--- config.mk ---
export PLATFORM = sky130hd
export DESIGN_NAME = regfile_write_scheduler
export DESIGN_NICKNAME = d
export VERILOG_FILES = /design/src/rtl/regfile_write_scheduler_pkg.sv /design/src/rtl/regfile_write_scheduler_rr_arbiter2.sv /design/src/rtl/regfile_write_scheduler.sv
export SDC_FILE = /design/constraint.sdc
export NUM_CORES = 1
export LEC_CHECK = 0
export CAP_MARGIN = 5
export CORE_MARGIN = 1.5
export CORE_UTILIZATION = 48
export DETAILED_ROUTE_END_ITERATION = 7
export PLACE_DENSITY_LB_ADDON = 0.2
export SETUP_SLACK_MARGIN = 0.15
export SYNTH_ARGS = -nofsm -noshare
export SYNTH_HDL_FRONTEND = slang
export SYNTH_HIERARCHICAL = 1
export SYNTH_SLANG_ARGS = --single-unit
--- constraint.sdc ---
create_clock -name i_clk -period 2.2 [get_ports i_clk]
set_clock_uncertainty 0.2 [all_clocks]
set_input_delay 0.22 -clock i_clk [delete_from_list [all_inputs] [get_ports i_clk]]
set_output_delay 0.22 -clock i_clk [all_outputs]
set_load 0.1 [all_outputs]
--- src/rtl/regfile_write_scheduler_pkg.sv ---
// Shared sizing constants and writeback source encoding for the register file
// write scheduler.
package regfile_write_scheduler_pkg;

  localparam int NUM_REGS = 64;
  localparam int ADDR_W   = 6;
  localparam int DATA_W   = 32;

  // Source encoding doubles as the bit index into request/grant vectors.
  typedef enum logic {
    SRC_ALU  = 1'b0,
    SRC_LOAD = 1'b1
  } src_e;

endpackage

--- src/rtl/regfile_write_scheduler_rr_arbiter2.sv ---
// Two-way round-robin arbiter: combinational one-hot grant, 1-bit pointer
// remembering the most recently granted source.
module rr_arbiter2
  import regfile_write_scheduler_pkg::*;
(
  input  logic       i_clk,
  input  logic       i_rst,
  input  logic [1:0] i_req,
  output logic [1:0] o_grant
);

  src_e r_last;

  always_comb begin
    o_grant = 2'b00;
    if (!i_rst) begin
      unique case (i_req)
        2'b01:   o_grant = 2'b01;
        2'b10:   o_grant = 2'b10;
        // Contention: favour whichever source did not win last time.
        2'b11:   o_grant = (r_last == SRC_ALU) ? 2'b10 : 2'b01;
        default: o_grant = 2'b00;
      endcase
    end
  end

  always_ff @(posedge i_clk) begin
    if (i_rst) begin
      r_last <= SRC_ALU;
    end else if (o_grant[SRC_LOAD]) begin
      r_last <= SRC_LOAD;
    end else if (o_grant[SRC_ALU]) begin
      r_last <= SRC_ALU;
    end
  end

endmodule

--- src/rtl/regfile_write_scheduler.sv ---
// Arbitrates ALU/load writebacks onto the single register file write port and
// tracks destination reservations to stall issue on RAW/WAW hazards.
module regfile_write_scheduler
  import regfile_write_scheduler_pkg::*;
(
  input  logic              i_clk,
  input  logic              i_rst,
  input  logic              i_issue_valid,
  input  logic [ADDR_W-1:0] i_issue_rs1,
  input  logic [ADDR_W-1:0] i_issue_rs2,
  input  logic [ADDR_W-1:0] i_issue_rd,
  output logic              o_issue_ready,
  input  logic              i_alu_valid,
  input  logic [ADDR_W-1:0] i_alu_rd,
  input  logic [DATA_W-1:0] i_alu_data,
  output logic              o_alu_ready,
  input  logic              i_ld_valid,
  input  logic [ADDR_W-1:0] i_ld_rd,
  input  logic [DATA_W-1:0] i_ld_data,
  output logic              o_ld_ready,
  output logic              o_wr_en,
  output logic [ADDR_W-1:0] o_wr_addr,
  output logic [DATA_W-1:0] o_wr_data,
  output logic              o_idle
);

  logic [NUM_REGS-1:0] r_busy;
  logic                r_wr_en;
  logic [ADDR_W-1:0]   r_wr_addr;
  logic [DATA_W-1:0]   r_wr_data;

  logic [1:0]          w_req;
  logic [1:0]          w_grant;
  logic                w_any_grant;
  logic [ADDR_W-1:0]   w_sel_rd;
  logic [DATA_W-1:0]   w_sel_data;
  logic                w_issue_fire;
  logic [NUM_REGS-1:0] w_set_mask;
  logic [NUM_REGS-1:0] w_clr_mask;
  logic [NUM_REGS-1:0] w_busy_next;

  assign w_req = {i_ld_valid, i_alu_valid};

  rr_arbiter2 u_arb (
    .i_clk   (i_clk),
    .i_rst   (i_rst),
    .i_req   (w_req),
    .o_grant (w_grant)
  );

  assign o_alu_ready = w_grant[SRC_ALU];
  assign o_ld_ready  = w_grant[SRC_LOAD];
  assign w_any_grant = |w_grant;
  assign w_sel_rd    = w_grant[SRC_LOAD] ? i_ld_rd   : i_alu_rd;
  assign w_sel_data  = w_grant[SRC_LOAD] ? i_ld_data : i_alu_data;

  // Stall on current-cycle reservations only; a clear this cycle unstalls next cycle.
  assign o_issue_ready = !i_rst &&
                         !(r_busy[i_issue_rs1] || r_busy[i_issue_rs2] || r_busy[i_issue_rd]);
  assign w_issue_fire  = i_issue_valid && o_issue_ready;

  always_comb begin
    w_set_mask = '0;
    w_clr_mask = '0;
    if (w_issue_fire && (i_issue_rd != '0)) w_set_mask[i_issue_rd] = 1'b1;
    if (r_wr_en)                            w_clr_mask[r_wr_addr]  = 1'b1;
    // NOTE: the set is OR-ed in after the clear, so a same-cycle set/clear leaves the bit set.
    w_busy_next    = (r_busy & ~w_clr_mask) | w_set_mask;
    w_busy_next[0] = 1'b0;
  end

  always_ff @(posedge i_clk) begin
    if (i_rst) begin
      r_busy    <= '0;
      r_wr_en   <= 1'b0;
      r_wr_addr <= '0;
      r_wr_data <= '0;
    end else begin
      r_busy  <= w_busy_next;
      // Writes to r0 are accepted upstream but never reach the port.
      r_wr_en <= w_any_grant && (w_sel_rd != '0);
      if (w_any_grant) begin
        r_wr_addr <= w_sel_rd;
        r_wr_data <= w_sel_data;
      end
    end
  end

  assign o_wr_en   = r_wr_en;
  assign o_wr_addr = r_wr_addr;
  assign o_wr_data = r_wr_data;
  assign o_idle    = (r_busy == '0) && !r_wr_en;

endmodule

## After elaboration in Yosys (flattened, before gate mapping)

Cells that the tools add are included.
W data, S select, Z words.

- $lt $le $gt $ge: 6
- Equality and inequality tests: 3
- Multiplexer cells: 19
- Bitwise logic cells: 3
- Reductions and logical operators: 17

Operator list:

| operator | count |
|---|---|
| $mux W64 | 2 |
| $and A64 B64 Y64 | 1 |
| $logic_not A64 Y1 | 1 |
| $not A64 Y64 | 1 |
| $or A64 B64 Y64 | 1 |
| $mux W32 | 1 |
| $lt A6 B7 Y1 const B | 4 |
| $bmux W1 S6 | 3 |
| $demux W1 S6 | 2 |
| $ge A6 B1 Y1 const B | 2 |
| $reduce_bool A6 Y1 | 2 |
| $logic_and A1 B1 Y1 | 7 |
| $mux W1 | 7 |
| $mux W6 | 1 |
| $pmux W2 S3 | 1 |
| $eq A2 B2 Y1 const B | 2 |
| $mux W2 | 2 |
| $logic_not A1 Y1 | 3 |
| $eq A2 B1 Y1 const B | 1 |
| $logic_or A1 B1 Y1 | 2 |
| $reduce_bool A2 Y1 | 1 |
| $reduce_or A2 Y1 | 1 |

- Flip-flop bits (word level): 104
- Input port bits: 99

## Longest topological paths before layout

Gate-level depths: netlist of run 1.

- Depth in word-level cells: 10
- Mapped depth: 11
- Gate-level depth less buffers: 7

## Hierarchy

The synthesis of run 1 kept the hierarchy.

By module, submodules not included:

| module | times used | cells an instance | area each (um^2) | seq. area each (um^2) |
|---|---|---|---|---|
| regfile_write_scheduler | 1 | 824 | 7153.1 | 2042.0 |
| rr_arbiter2 | 1 | 7 | 61.3 | 20.0 |

## Least setup slack after synthesis of run 1

OpenSTA, ideal clock, no wires.

- Path type: register -> output
- Start point: reg r_wr_en (netlist: o_wr_en)
- End point: out o_idle
- Arrival: 4.173 ns
- Data required time: 1.780 ns
- Slack: -2.393 ns
- Cell stages (with the launch flop): 5
- Path buffers: 1
- Path through: dfxtp_1 > clkbuf_1 > nor4_1 > nand4_1 > nor4_1

- Longest elaborated chain between the ends: 2

RTL lines:

| element | line | RTL |
|---|---|---|
| start, declared | regfile_write_scheduler.sv:28 | `logic r_wr_en;` |
| start signal, assigned | regfile_write_scheduler.sv:81 | `r_wr_en <= w_any_grant && (w_sel_rd != '0);` |
| $logic_not A1 Y1 | regfile_write_scheduler.sv:92 | `assign o_idle = (r_busy == '0) && !r_wr_en;` |
| $logic_and A1 B1 Y1 | regfile_write_scheduler.sv:92 |  |
| end, declared | regfile_write_scheduler.sv:24 | `output logic o_idle` |

Every way passes these cells.

## Worst setup path in the final report of run 1

- Start point: reg r_busy[35]
- End point: out o_issue_ready

- Longest elaborated chain between the ends: 6
- Elaborated cells on any way between the ends: 10
- Classes of those cells: mux (6); reduce/logical (4)

RTL lines:

| element | line | RTL |
|---|---|---|
| start, declared | regfile_write_scheduler.sv:27 | `logic [NUM_REGS-1:0] r_busy;` |
| start signal, assigned | regfile_write_scheduler.sv:79 | `r_busy <= w_busy_next;` |
| $bmux W1 S6 | regfile_write_scheduler.sv:59 | `!(r_busy[i_issue_rs1] \|\| r_busy[i_issue_rs2] \|\| r_busy[i_issue_rd]);` |
| $mux W1 (implied by the code) | regfile_write_scheduler.sv:59 |  |
| $logic_or A1 B1 Y1 | regfile_write_scheduler.sv:59 |  |
| $logic_or A1 B1 Y1 (*) | regfile_write_scheduler.sv:59 |  |
| $logic_not A1 Y1 (*) | regfile_write_scheduler.sv:59 |  |
| $logic_and A1 B1 Y1 (*) | regfile_write_scheduler.sv:58 | `assign o_issue_ready = !i_rst &&` |
| end, declared | regfile_write_scheduler.sv:12 | `output logic o_issue_ready,` |

Every way passes the cells marked *; elsewhere a longest branch is shown, timed or not. The select of a mux whose other input is x is not followed.

==> impl_results.md, run 1 <==
- Fill count: 878
- DRT iter0 DRCs: 1,329
- Total gr overflow: 0
- Routability-driven placement congestion ratio: 1.041
- Final Routed Wirelength: 33.31 mm
- YS warnings: 6
- CTS tree: built
- Mapped Area: 0.007214 mm2
- Worst reg2reg setup slack: -0.63 ns
- Initial antenna violation count: 1
- Die Y: 125.6 um
- Global-route wire length before repair: 43.68 mm
- Detailed placement HPWL: 19.97 mm
- RSZ-0062 raised after global routing: yes
- Area Growth Syn to Fin: 59.00%
- CP startpoint: r_busy[35]
- Final hold violations: 0
- Leakage: 4.416 nW
- Status: complete, but fails checks
- Largest net degree at the start of global routing: 61
- FF-to-FF path depth: 10
- Final worst path period share: 1.317
- DR pass1 iterations: 8
- WP buf/inv: 1
- Setup WS post-layout: -0.6984 ns
- HP Class: in -> reg
- Critical-path cell with the highest stage delay: mux4_2
- CP endpoint kind: primary output
- Die Width: 125.6 um
- Register Area: 0.002097 mm2
- Share of cells above drive strength 1: 0.3676
- Flops & latches, synth: 103
- DRC Markers: 15
- Max incr delay on CP: 0.52 ns
- Cell variety after synth: 55
- # H-tree levels: 3
- Hold endpoint: u_arb/r_last
- CP delay by family, top: multiplexers
- Post-Synthesis Cells: 831
- Primary FF master, synth: dfxtp_1
- Routed WL per cell: 25.58 um
- Core area: 0.01459 mm2
- Worst-margin pin slew: 0.6421 ns
- Final Core Density: 0.7863
- Sequential share of the synthesized area: 0.2858
- Top Ports: 142
- WP data required: 1.78 ns
- Crit path DAT: 2.48 ns
- FP Rows: 44
- Reg-to-reg endpoint: r_busy[31]
- Worst setup SP type: flop
- Hold-fix buffers at CTS: 0
- # Max-Cap Violations: 0
- Maximum VDD drop: 481.8 uV
- Fmax: 0.3450 GHz
- Via count: 8,751
- Starting density of the core: 0.4945
- Hold depth: 2
- Global-route usage over all layers: 0.3552
- CP Max Fanout: 4
- Vias in the first global route: 7,763
- Fin crit period: 2.898 ns
- Final ANT Viol Nets: 0
- Post-Place Cells: 1,255
- Syn Area/Cell: 8.682 um2
- Syn nets: 930
- Worst-Skew Late Latency: 0.37 ns
- Setup CP Type: reg -> out
- CTS Buf Count: 9
- # port buffers: 141
- Async S/R FF share, synth: 0
- Inserted Diodes: 0
- Number of clock sinks: 103
- Area occupied by multi-input gates: 0.005348 mm2
- Violated checks: DRC, setup timing
- Fin cells: 1,302
- Max Slew Vio Count: 0
- Post-synth EDFFs: 0
- Pwr/cell area: 488.0 mW/mm2
- Worst-case clock buffer depth: 2
- CTS clk-pin slew, worst paths: 0.08 ns
- DIE AREA: 0.01577 mm2
- Vias per cell: 6.721
- Hold path start: i_rst
- R2r startpoint: r_busy[35]
- Worst path cell trace: mux4_2 > mux2i_2 > mux2_4 > o22ai_2 > a211oi_2 > nand3_4 > nor2_4 > buf_12
- Root Buffer: clkbuf_16
- Layout net count: 1,213
- Final setup vio count: 65
- Placed cell area: 0.009965 mm2
- Slew margin rel.: 0.5687
- Finished layout cell area: 0.01147 mm2
worst reg2reg max path: stages, from the launching register on:
cell	delay (ns)
dfxtp_1	0.39
mux4_2	0.52
mux2i_2	0.18
mux2_4	0.18
o22ai_2	0.08
a211oi_2	0.27
nand3_4	0.14
buf_8	0.18
buf_4	0.15
clkbuf_16	0.17
o31ai_2	0.27
state kept, by name, summed over array words and instances, names as in the netlist:
| signal | cells |
|---|---|
| r_busy | 63 |
| o_wr_data | 32 |
| o_wr_addr | 6 |
| o_wr_en | 1 |
| u_arb/r_last | 1 |
stage by stage:
step / TNS (ns) / setup slack [ns] / power [mW] / hold slack [ns]
detailed placement: -53.73 / -0.8664 / 3.506 / 0.3459
global placement: -52.15 / -0.8372 / 3.494 / 0.3291
floorplan: -16.15 / -0.5233 / 2.937 / 0.1586
CTS: -28.40 / -0.6112 / 5.334 / 0.01377
global route: -37.39 / -0.7363 / 5.738 / 0.02554
finish: -35.51 / -0.6984 / 5.598 / 0.02930
synthesized netlist by cell type (18+ instances only):
cell / number / share of area
nand2_1: 109 / 0.057
dfxtp_1: 103 / 0.29
nor2_1: 97 / 0.050
o31ai_2: 59 / 0.10
mux2i_1: 58 / 0.080
a21oi_1: 43 / 0.030
nand3b_1: 42 / 0.044
nor2b_1: 41 / 0.036
o21ai_0: 35 / 0.024
clkbuf_1: 32 / 0.017
mux4_2: 31 / 0.097
nor4_1: 19 / 0.016
buf_2: 18 / 0.012
per-layer routing:
layer,vias up,wire length [um],GRT usage
met5,-,0,0
met4,0,2611,0.1818
met3,280,4852,0.1031
met2,774,14170,0.5332
met1,4069,11680,0.4647
li1,3628,-,-
what timing repair did:
item / in CTS / in global routing
pin swaps: 12 / 15
setup endpoints to repair: 65 / 65
gates resized for setup: 47 / 76
setup buffers: 9 / 6
gates cloned: 4 / 13
layout by cell type (no fill, tap or decap), types with 18 or more instances in the layout:
cell type,netlist,routed
nor2b_1,41,39
o31ai_2,59,18
mux4_2,31,31
o21ai_0,35,34
nand3b_1,42,42
buf_4,3,195
dfxtp_1,103,85
clkdlybuf4s50_1,0,88
nor2_1,97,94
buf_12,0,24
o31ai_4,1,46
mux2i_1,58,57
clkbuf_16,0,20
nand2_1,109,109
a21oi_1,43,42
report_power, final:
| group | internal (mW) | switching, mW |
|---|---|---|
| Sequential | 1.91 | 0.0607 |
| Clock | 0.967 | 0.802 |
| Combinational | 0.748 | 1.11 |
worst max-delay path by stage:
stage,to,slack [ns],cells past startpoint
finish,o_issue_ready,-0.70,8
global placement,r_busy[52],-0.84,10
global route,o_issue_ready,-0.74,8
detailed placement,r_busy[33],-0.87,10
floorplan,o_issue_ready,-0.52,7
CTS,o_issue_ready,-0.61,8
area by class of cell:
type                       count  area share
tap                          184     0.02007
clock inverter                 5    0.006326
timing repair buffer         341      0.3005
clock buffer                  10     0.02182
sequential                   103      0.1828
inverter                       7    0.002291
multi-input combinational    652      0.4662
kinds of logic after synthesis:
kind of cell           after synthesis  share of synthesized area
AO/OA/AOI/OAI                      182                     0.2099
multiplexers                        99                     0.1929
flip-flops                         103                     0.2858
buffers and inverters               76                    0.05151
AND/OR/NAND/NOR                    371                     0.2600
(Power assumes the default switching activity.)
==> run 2: changes to the inputs <==
--- a/config.mk
+++ b/config.mk
@@ -11,6 +11,7 @@
 export DETAILED_ROUTE_END_ITERATION = 7
 export PLACE_DENSITY_LB_ADDON = 0.2
 export SETUP_SLACK_MARGIN = 0.15
+export SKIP_CTS_REPAIR_TIMING = 1
 export SYNTH_ARGS = -nofsm -noshare
 export SYNTH_HDL_FRONTEND = slang
 export SYNTH_HIERARCHICAL = 1
==> impl_results.md, run 2 (synthesis gave the netlist of run 1 again) <==
- Status: complete, but fails checks
- Violated checks: setup timing
- Pwr/cell area: 493.2 mW/mm2 (+1.1%)
- DR pass1 iterations: 6 (-2)
- Final Core Density: 0.7527 (-0.03353)
- Worst-margin pin slew: 0.6183 ns (-0.02379 ns)
- Most frequent cells in the layout: 193 x buf_4, 109 x nand2_1, 95 x nor2_1
- Starting density of the core: 0.4945 (unchanged)
- Global-route usage over all layers: 0.3366 (-0.01856)
- Leakage: 4.342 nW (-1.7%)
- Hold depth: 2 (unchanged)
- Fill count: 1,014 (+15%)
- CP Max Fanout: 3 (-1)
- FF-to-FF path depth: 10 (unchanged)
- Critical-path cell with the highest stage delay: mux4_2
- Clk network pwr share: 0.326 (+0.010)
- Vias per cell: 6.329 (-5.8%)
- Worst setup SP type: flop
- WP data required: 1.78 ns (about the same)
- Routability-driven placement congestion ratio: 1.041 (unchanged)
- Core area: 0.01459 mm2 (unchanged)
- Worst-Skew Late Latency: 0.37 ns (about the same)
- Slew margin rel.: 0.5878 (+0.01907)
- Total gr overflow: 0 (unchanged)
- Number of clock sinks: 103 (unchanged)
- Combinational power share: 0.309 (-0.023)
- Maximum VDD drop: 481.5 uV (about the same)
- # H-tree levels: 3 (unchanged)
- Vias in the first global route: 7,497 (-3.4%)
- Register Area: 0.002098 mm2 (about the same)
- Share of cells above drive strength 1: 0.3674 (about the same)
- DIE AREA: 0.01577 mm2 (unchanged)
- Inserted Diodes: 0 (unchanged)
- Root Buffer: clkbuf_16
- Routed WL per cell: 22.53 um (-12%)
- R2r startpoint: r_busy[38]
- Via count: 8,158 (-6.8%)
- CTS Buf Count: 9 (unchanged)
- Worst path cell trace: buf_4 > mux4_2 > nand3b_1 > o211ai_1 > o211ai_1 > nand3_4 > nor2_4 > buf_12
- Largest net degree at the start of global routing: 61 (unchanged)
- Net Sw Frac: 0.3453 (-0.007003)
- Largest Register: r_busy
- Area Growth Syn to Fin: 52.22%
- Max incr delay on CP: 0.47 ns (-0.05 ns)
- RSZ-0062 raised after global routing: yes
- CP startpoint: r_busy[38]
- Setup WS post-layout: -0.6413 ns (+0.05709 ns)
- # Max-Cap Violations: 0 (unchanged)
- Final worst path period share: 1.291 (-0.02595)
- Setup CP Type: reg -> out
- CP delay by family, top: multiplexers
- Final Routed Wirelength: 29.04 mm (-13%)
- Setup TNS: -29.46 ns (+6.042 ns)
- Area occupied by multi-input gates: 0.005127 mm2 (-4.1%)
- Fin crit period: 2.841 ns (-0.05709 ns)
- DRT iter0 DRCs: 1,245 (-6.3%)
- Global-route wire length before repair: 41.60 mm (-4.8%)
- Final setup vio count: 65 (unchanged)
- Commonest non-fill, non-tap cell in the layout: buf_4
- CP Depth: 8 (unchanged)
- Switching power total: 1.870 mW (-5.2%)
- HP Class: in -> reg
- Fmax: 0.3520 GHz (+2.0%)
- Crit path DAT: 2.42 ns (-0.06 ns)
- Hold path start: i_rst
- Max Slew Vio Count: 0 (unchanged)
- CP endpoint kind: primary output
- Final hold violations: 0 (unchanged)
- Die Y: 125.6 um (unchanged)
- Detailed placement HPWL: 19.97 mm (unchanged)
- Pint: 3.546 mW (-2.2%)
- WP buf/inv: 2 (+1)
- Max reg flops: 63 (unchanged)
- Final ANT Viol Nets: 0 (unchanged)
- Die Width: 125.6 um (unchanged)
- Sequential share of power: 0.364 (+0.012)
- Top Ports: 142 (unchanged)
- Final hold slack: 0.01788 ns (-0.01141 ns)
- Worst-case clock buffer depth: 2 (unchanged)
- FP Rows: 44 (unchanged)
- Layout net count: 1,200 (-1.1%)
- DRC Markers: 0 (-15)
- # port buffers: 141 (unchanged)
- CTS clk-pin slew, worst paths: 0.08 ns (about the same)
- Final Total Pwr: 5.416 mW (-3.3%)
- Crit-path most repeated cell: o211ai_1
- CTS tree: built
- Initial antenna violation count: 0 (-1)
## run 2: worst paths after layout
check,endpoint,slack (ns)
min,u_arb/r_last,0.02
max reg2reg,r_busy[42],-0.54
min reg2reg,r_busy[10],0.34
max,o_issue_ready,-0.64
## run 2: power by group through the flow
| stage | clock network (mW) | logic, mW | registers, mW |
|---|---|---|---|
| CTS | 1.77 | 1.50 | 1.97 |
| global placement | 0 | 1.48 | 2.01 |
| finish | 1.77 | 1.68 | 1.97 |
| detailed placement | 0 | 1.49 | 2.02 |
| floorplan | 0 | 0.605 | 2.33 |
| global route | 1.85 | 1.74 | 1.98 |
## run 2: layer usage
metal	wire length (um)	part of all wire	track usage	up-vias
li1	-	-	-	3597
met1	11170	0.38	0.4515	3854
met2	12860	0.44	0.5080	590
met3	3633	0.13	0.08729	117
met4	1382	0.048	0.1557	0
met5	0	0	0	-
## run 2: cell type report
type                    instances  area share
clock inverters                 5    0.006608
clock buffers                  10     0.02279
flip-flops and latches        103      0.1911
repair buffers                328      0.2893
inverters                       7    0.002393
well taps                     184     0.02096
multi-input cells             652      0.4669
## run 2: metrics by stage
stage                     cells  cell area [um2]  setup slack [ns]
final                      1289            10980           -0.6413
after CTS                  1270            10290           -0.8324
after global routing       1289            10980           -0.7255
after detailed placement   1255             9965           -0.8664
after global placement     1255             9965           -0.8372
after floorplan             831             7360           -0.5233
==> run 3: changes to the inputs <==
--- a/config.mk
+++ b/config.mk
@@ -8,7 +8,9 @@
 export CAP_MARGIN = 5
 export CORE_MARGIN = 1.5
 export CORE_UTILIZATION = 48
+export CTS_CLUSTER_SIZE = 30
 export DETAILED_ROUTE_END_ITERATION = 7
+export GPL_ROUTABILITY_DRIVEN = 0
 export PLACE_DENSITY_LB_ADDON = 0.2
 export SETUP_SLACK_MARGIN = 0.15
 export SKIP_CTS_REPAIR_TIMING = 1
==> constraint.sdc (replaced) <==
create_clock -name i_clk -period 2.5 [get_ports i_clk]
set_clock_uncertainty 0.2 [all_clocks]
set_input_delay 0.25 -clock i_clk [delete_from_list [all_inputs] [get_ports i_clk]]
set_output_delay 0.25 -clock i_clk [all_outputs]
set_load 0.1 [all_outputs]
==> impl_results.md, run 3 (synthesis gave the netlist of run 1 again) <==
- Largest net degree at the start of global routing: 78 (+28%)
- Final Total Pwr: 4.669 mW (-14%)
- Area Growth Syn to Fin: 43.98%
- Vias per cell: 6.374 (+0.71%)
- Root Buffer: clkbuf_16
- Worst-Skew Late Latency: 0.37 ns (about the same)
- Setup CP Type: reg -> out
- CTS clk-pin slew, worst paths: 0.08 ns (about the same)
- Largest Register: r_busy
- Final hold slack: 0.03724 ns (+0.01935 ns)
- Die Y: 125.6 um (unchanged)
- HP Class: in -> reg
- Combinational power share: 0.307 (-0.002)
- Status: complete, but fails checks
- # H-tree levels: 3 (unchanged)
- CP startpoint: r_busy[63]
- Vias in the first global route: 7,123 (-5.0%)
- Sequential share of power: 0.372 (+0.008)
- CP Max Fanout: 2 (-1)
- Final hold violations: 0 (unchanged)
- DRT iter0 DRCs: 1,139 (-8.5%)
- Hold depth: 2 (unchanged)
- # Max-Cap Violations: 0 (unchanged)
- Commonest non-fill, non-tap cell in the layout: buf_4
- R2r startpoint: r_busy[63]
- Maximum VDD drop: 336.1 uV (-30%)
- Number of clock sinks: 103 (unchanged)
- Worst reg2reg setup slack: -0.15 ns (+0.39 ns)
- Fmax: 0.3537 GHz
- DRC Markers: 0 (unchanged)
- Via count: 7,910 (-3.0%)
- Layout net count: 1,151 (-4.1%)
- Most frequent cells in the layout: 147 x buf_4, 109 x nand2_1, 96 x nor2_1
- Max Slew Vio Count: 0 (unchanged)
- Worst setup SP type: flop
- DIE AREA: 0.01577 mm2 (unchanged)
- FP Rows: 44 (unchanged)
- CP endpoint kind: primary output
- Net Sw Frac: 0.3437 (-0.001611)
- # port buffers: 141 (unchanged)
- Global-route usage over all layers: 0.3165 (-0.02015)
- Hold endpoint: o_wr_data[5]
- Crit path DAT: 2.38 ns (-0.04 ns)
- Worst-case clock buffer depth: 2 (unchanged)
- CTS tree: built
- CTS Buf Count: 9 (unchanged)
- Switching power total: 1.605 mW (-14%)
- Final Routed Wirelength: 27.59 mm (-5.0%)
- Die Width: 125.6 um (unchanged)
- Fin crit period: 2.828 ns
- Inserted Diodes: 0 (unchanged)
- Clk network pwr share: 0.322 (-0.004)
- Pwr/cell area: 449.5 mW/mm2 (-8.9%)
- Starting density of the core: 0.4945 (unchanged)
- Detailed placement HPWL: 18.38 mm (-8.0%)
- DR pass1 iterations: 7 (+1)
- Leakage: 4.022 nW (-7.4%)
- Routed WL per cell: 22.23 um (-1.3%)
- Max reg flops: 63 (unchanged)
- Core area: 0.01459 mm2 (unchanged)
- Slew margin rel.: 0.4643 (-0.1235)
- Final setup vio count: 65 (unchanged)
- FF-to-FF path depth: 9 (-1)
- Setup WS post-layout: -0.3275 ns (+0.3138 ns)
- Initial antenna violation count: 0 (unchanged)
- Reg-to-reg endpoint: r_busy[4]
- Hold path start: i_rst
- WP data required: 2.05 ns (+0.27 ns)
- Global-route wire length before repair: 39.25 mm (-5.6%)
- Top Ports: 142 (unchanged)
- Worst-margin pin slew: 0.8036 ns (+0.1853 ns)
- Final ANT Viol Nets: 0 (unchanged)
- Violated checks: setup timing
- Total gr overflow: 0 (unchanged)
- Share of cells above drive strength 1: 0.3236 (-0.04386)
- Pint: 3.064 mW (-14%)
- RSZ-0062 raised after global routing: yes
- Final worst path period share: 1.131
[run 3: worst max-delay path by stage]
stage                    endpoint  slack (ns)
floorplan           o_issue_ready       -0.27
global placement    o_issue_ready       -0.58
detailed placement     r_busy[63]       -0.62
CTS                 o_issue_ready       -0.60
global route        o_issue_ready       -0.37
finish              o_issue_ready       -0.33
[run 3: cell type report]
cell class,instances,area (um2)
Multi-Input combinational cell,652,4956
Fill cell,1087,4202
Timing Repair Buffer,279,2770
Sequential cell,103,2096
Clock buffer,10,239.0
Tap cell,184,230.2
Clock inverter,6,70.07
Inverter,7,26.28
[run 3: through the flow]
stage            util  cells  instance area, um2  setup WS [ns]  TNS (ns)
6_report       0.7120   1241               10390        -0.3275    -6.041
5_1_grt        0.7120   1241               10390        -0.3652    -8.944
4_1_cts        0.6726   1218                9812        -0.5994    -14.27
3_5_place_dp   0.6514   1202                9503        -0.6163    -36.78
3_3_place_gp   0.6514   1202                9503        -0.5848    -35.70
2_1_floorplan       -    831                7368        -0.2714   -0.7746
[run 3: metal layers]
metal / vias to the layer above / GRT usage / wire length (um)
met5: - / 0 / 0
met4: 0 / 0.1397 / 1369
met3: 113 / 0.08002 / 3309
met2: 566 / 0.4757 / 12180
met1: 3727 / 0.4298 / 10720
li1: 3504 / - / -
[run 3: worst max-delay path, stage by stage, from the launching register on]
cell,delay [ns]
dfxtp_1,0.34
mux4_2,0.47
mux2i_1,0.20
mux2_2,0.20
o22ai_2,0.07
a211oi_2,0.27
nand3_4,0.11
nor2_4,0.15
buf_12,0.19
[run 3: power groups by stage]
stage               clock, mW  combinational (mW)  sequential, mW
floorplan                   0               0.534            2.05
global placement            0                1.26            1.77
detailed placement          0                1.27            1.77
CTS                      1.51                1.27            1.74
global route             1.57                1.49            1.74
finish                   1.50                1.43            1.74
